### config.mk
export PLATFORM = sky130hd
export DESIGN_NAME = word_accumulator
export DESIGN_NICKNAME = d
export VERILOG_FILES = /design/src/rtl/word_accumulator_pkg.sv /design/src/rtl/word_accumulator_add_core.sv /design/src/rtl/word_accumulator.sv
export SDC_FILE = /design/constraint.sdc
export NUM_CORES = 1
export LEC_CHECK = 0
export CAP_MARGIN = 30
export CORE_MARGIN = 5
export CORE_UTILIZATION = 43
export DETAILED_ROUTE_END_ITERATION = 8
export GPL_TIMING_DRIVEN = 0
export HOLD_SLACK_MARGIN = 0.08
export PLACE_DENSITY_LB_ADDON = 0.15
export SLEW_MARGIN = 20
export SYNTH_ARGS = -nofsm -noshare
export SYNTH_HDL_FRONTEND = slang
export SYNTH_SLANG_ARGS = --single-unit
export TNS_END_PERCENT = 10
### constraint.sdc
create_clock -name clk -period 2.9 [get_ports clk]
set_input_delay 0.58 -clock clk [delete_from_list [all_inputs] [get_ports clk]]
set_output_delay 0.58 -clock clk [all_outputs]
set_load 0.01 [all_outputs]
### src/rtl/word_accumulator_pkg.sv
// Shared types and default sizing for the word accumulator stage.
// Width helpers keep the package defaults and module parameters consistent.
package word_accumulator_pkg;

    localparam int DEF_DATA_WIDTH = 4;
    localparam int DEF_COUNT      = 4;

    function automatic int sum_width(input int data_width, input int count);
        return data_width + $clog2(count);
    endfunction

    function automatic int cnt_width(input int count);
        return $clog2(count + 1);
    endfunction

    localparam int DEF_SUM_W = sum_width(DEF_DATA_WIDTH, DEF_COUNT);
    localparam int DEF_CNT_W = cnt_width(DEF_COUNT);

    typedef enum logic {
        ACCUM  = 1'b0,
        OUTPUT = 1'b1
    } state_t;

endpackage

### src/rtl/word_accumulator_add_core.sv
// Combinational ripple-carry adder: a chain of one-bit full-adder cells.
module acc_add_core
    import word_accumulator_pkg::*;
#(
    parameter int W = DEF_SUM_W
) (
    input  logic [W-1:0] a,
    input  logic [W-1:0] b,
    input  logic         ci,
    output logic [W-1:0] s,
    output logic         co
);

    logic [W:0] carry;

    assign carry[0] = ci;

    for (genvar i = 0; i < W; i++) begin : g_fa
        logic half;
        assign half       = a[i] ^ b[i];
        assign s[i]       = half ^ carry[i];
        assign carry[i+1] = (a[i] & b[i]) | (carry[i] & half);
    end

    assign co = carry[W];

endmodule

### src/rtl/word_accumulator.sv
// Burst accumulator: sums up to COUNT words (or until in_last) and emits
// one widened sum plus word count per burst over a vld/rd handshake.
module word_accumulator
    import word_accumulator_pkg::*;
#(
    parameter int DATA_WIDTH = DEF_DATA_WIDTH,
    parameter int COUNT      = DEF_COUNT,
    parameter int SUM_W      = sum_width(DATA_WIDTH, COUNT),
    parameter int CNT_W      = cnt_width(COUNT)
) (
    input  logic                  clk,
    input  logic                  rst,
    input  logic [DATA_WIDTH-1:0] in_data,
    input  logic                  in_last,
    input  logic                  in_vld,
    output logic                  in_rd,
    output logic [SUM_W-1:0]      out_sum,
    output logic [CNT_W-1:0]      out_cnt,
    output logic                  out_vld,
    input  logic                  out_rd
);

    state_t           state;
    logic [SUM_W-1:0] acc;
    logic [CNT_W-1:0] cnt;
    logic [SUM_W-1:0] in_ext;
    logic [SUM_W-1:0] sum;
    logic             add_co_unused;
    logic             xfer;
    logic             close;
    logic [CNT_W-1:0] cnt_next;

    assign in_ext   = {{(SUM_W-DATA_WIDTH){1'b0}}, in_data};
    assign xfer     = in_vld && in_rd;
    assign close    = in_last || (cnt == CNT_W'(COUNT - 1));
    assign cnt_next = cnt + 1'b1;

    // Carry-out is always 0: COUNT*(2^DATA_WIDTH-1) fits in SUM_W bits.
    acc_add_core #(
        .W(SUM_W)
    ) u_add (
        .a (acc),
        .b (in_ext),
        .ci(1'b0),
        .s (sum),
        .co(add_co_unused)
    );

    always_ff @(posedge clk or posedge rst) begin
        if (rst) begin
            state   <= ACCUM;
            acc     <= '0;
            cnt     <= '0;
            out_sum <= '0;
            out_cnt <= '0;
            in_rd   <= 1'b1;
            out_vld <= 1'b0;
        end else begin
            case (state)
                ACCUM: begin
                    if (xfer) begin
                        if (close) begin
                            out_sum <= sum;
                            out_cnt <= cnt_next;
                            acc     <= '0;
                            cnt     <= '0;
                            state   <= OUTPUT;
                            in_rd   <= 1'b0;
                            out_vld <= 1'b1;
                        end else begin
                            acc <= sum;
                            cnt <= cnt_next;
                        end
                    end
                end
                OUTPUT: begin
                    if (out_rd) begin
                        state   <= ACCUM;
                        in_rd   <= 1'b1;
                        out_vld <= 1'b0;
                    end
                end
            endcase
        end
    end

endmodule

==> impl_metrics.tcl <==
set metrics [dict create \
    outcome "complete, no violations" \
    end_kind "register" \
    fin_crit_sh_pct 95.1 \
    clk_latency_ns 0.29 \
    place.gp.congestion 0.743 \
    drv_cap 0 \
    synth-async-reset-ratio_pct 100 \
    synth_seq_area_share_pct 53.2 \
    dp_slack_ns -0.191 \
    first_global_vias 800 \
    rows 17 \
    synth_top_area_share_pct 50.6 \
    synth_nets 108 \
    wl_per_cell_um 13.6 \
    use_met3_pct 2.67 \
    synth.area.top_cells "dfrtp_1 (51%), o21ai_0 (10%), fa_1 (6.1%)" \
    min_period_ns 2.76 \
    syn_area_um2 990 \
    post-cts-setup-buffers 0 \
    netlist.top_cell.by_area "dfrtp_1" \
    design_area_um2 1240 \
    required_ns 3.08 \
    layout.cells.non_filler 143 \
    gr-total-overflow 0 \
    ctsHoldBuffers 0 \
    clk_pin_slew_ns 0.11 \
    area_growth_pct 25.5 \
    diodes 0 \
    io_buffers 19 \
    drc 0 \
    die_h_um 58.0 \
    syn_inst 92 \
    crit_path_start_kind "primary input" \
    cts_buffers 3 \
    synth_seq_cells 21 \
    path_class "primary input to register" \
    h-tree-depth 1 \
    cts_tree "done" \
    grt-busiest-layer "met2" \
    fmax_ghz 0.363 \
    drt_pass1_iterations 4 \
    p_per_area_nw_per_um2 914 \
    ys_types 18 \
    grt_pass1_wl_mm 3.51 \
    synth_ff_type "dfrtp_1" \
    crit_fanout 3 \
    globalRouteMet2Util_pct 23.7 \
    place_hpwl_mm 1.45 \
    synth-edff-count 0 \
    leakagePower_nw 0.569 \
    maxSlewHeadroom_pct 46.2 \
    root_buffer "clkbuf_4" \
    synth_commonest_cells "dfrtp_1 (20), o21ai_0 (20), nand2_1 (15)" \
    route.vias.total 722 \
    clock_skew_ns 0.00359 \
    drt_iter0_drc 10 \
    arrival_ns 2.93 \
    hold_slack_ns 0.482 \
    routed_wl_mm 1.95 \
    die_area_um2 3360 \
    vias_per_cell 5.05 \
    core_um2 2210 \
    grt_usage_pct 13.6 \
    fin_nets 132 \
    io_pins 20 \
    dpl_cell_area_um2 1210 \
    cts_buffer_depth 2 \
    ys_warn_count 0 \
    fin_ws_ns 0.143 \
    ant_nets 0 \
    cts.sinks 21 \
    cts_resized 0 \
    final_hold_viol_count 0 \
    syn_area_per_cell_um2 10.8 \
    tightest_slew_ns 0.806 \
    grt_max_degree 22 \
    start_util_pct 44.7 \
    die_w_um 58.0 \
    layout-drive-gt1-share_pct 8.70 \
    rsz0062_at_grt "false" \
    use_met1_pct 16.7 \
    hp-class "register to register" \
    ir_worst_vdd_uv 407 \
    dp.cells 139 \
    antenna_found_initial 0 \
    slew_viol_final 0 \
    setup_viol 0 \
]
worst max-delay path: stages:
cell and delay, ns:
clkdlybuf4s50_1 0.46, ha_1 0.14, inv_1 0.05, fa_1 0.37, fa_1 0.40, fa_1 0.37, inv_1 0.06, ha_1 0.20
nor3_1 0.05, o21ai_0 0.14, o21ai_0 0.11
cells by family (layout without fill, tap and decap cells):
logic type                 Yosys count  in the layout  synth area share, %
and+or+nand+nor                     21             21                 10.5
AOI/OAI and AO/OA                   24             24                 13.7
xor gates and xnor gates             1              1                0.885
DFF                                 21             21                 53.2
buffers and inverters               15             38                 6.45
adders and majority gates            7              7                 11.1
muxes                                3              3                 4.17
routing by layer:
layer  vias to the layer above  wire, um
met5                         -         0
met4                         0        14
met3                         2       116
li1                        352         -
met1                       353       865
met2                        15       954
flip-flops by register name, indices dropped and copies added (netlist names):
name	flops
state	1
out_sum	6
out_cnt	3
out_vld	1
cnt	3
acc	6
in_rd	1
power by group:
group / internal (mW) / leakage, nW / switching, mW
Combinational: 0.272 / 0.282 / 0.241
Sequential: 0.421 / 0.270 / 0.0682
Clock: 0.0513 / 0.0177 / 0.0826
through the flow:
stage	power [mW]	setup TNS (ns)	util, %
after floorplan	0.784	0	-
after global placement	0.999	-0.423	54.9
final	1.14	0	56.2
after global routing	1.25	0	56.2
after CTS	1.16	0	56.2
after detailed placement	1.02	-0.596	54.9
cell type report:
type	instances	area (um2)
clock buffer	3	22.5
tap	28	35.0
multi-input combinational	56	399
sequential	21	527
inverter	11	41.3
fill	196	970
buffer	4	22.5
clock inverter	1	5.00
timing repair buffer	19	190
layout by cell type, fill, tap and decap left out, types with 2 or more instances in the layout:
master / instances
ha_1: 4
nand2b_1: 2
clkbuf_1: 3
clkdlybuf4s50_1: 19
fa_1: 3
inv_1: 11
o21ai_0: 20
clkbuf_4: 3
nand2_1: 15
o41ai_1: 4
dfrtp_1: 20
mux2_4: 2
worst paths after layout:
path	startpoint	end	slack [ns]	cells past startpoint
worst max-delay path	in_data[0]	acc[5]	0.14	11
worst min-delay path	out_vld	out_vld	0.48	2
worst max register to register	acc[0]	acc[5]	0.52	10
worst min register to register	out_vld	out_vld	0.48	2
max in group asynchronous	rst	cnt[1]	1.67	2
min in group asynchronous	rst	acc[0]	0.73	2
No activity file was read; power rests on OpenSTA's default activity.
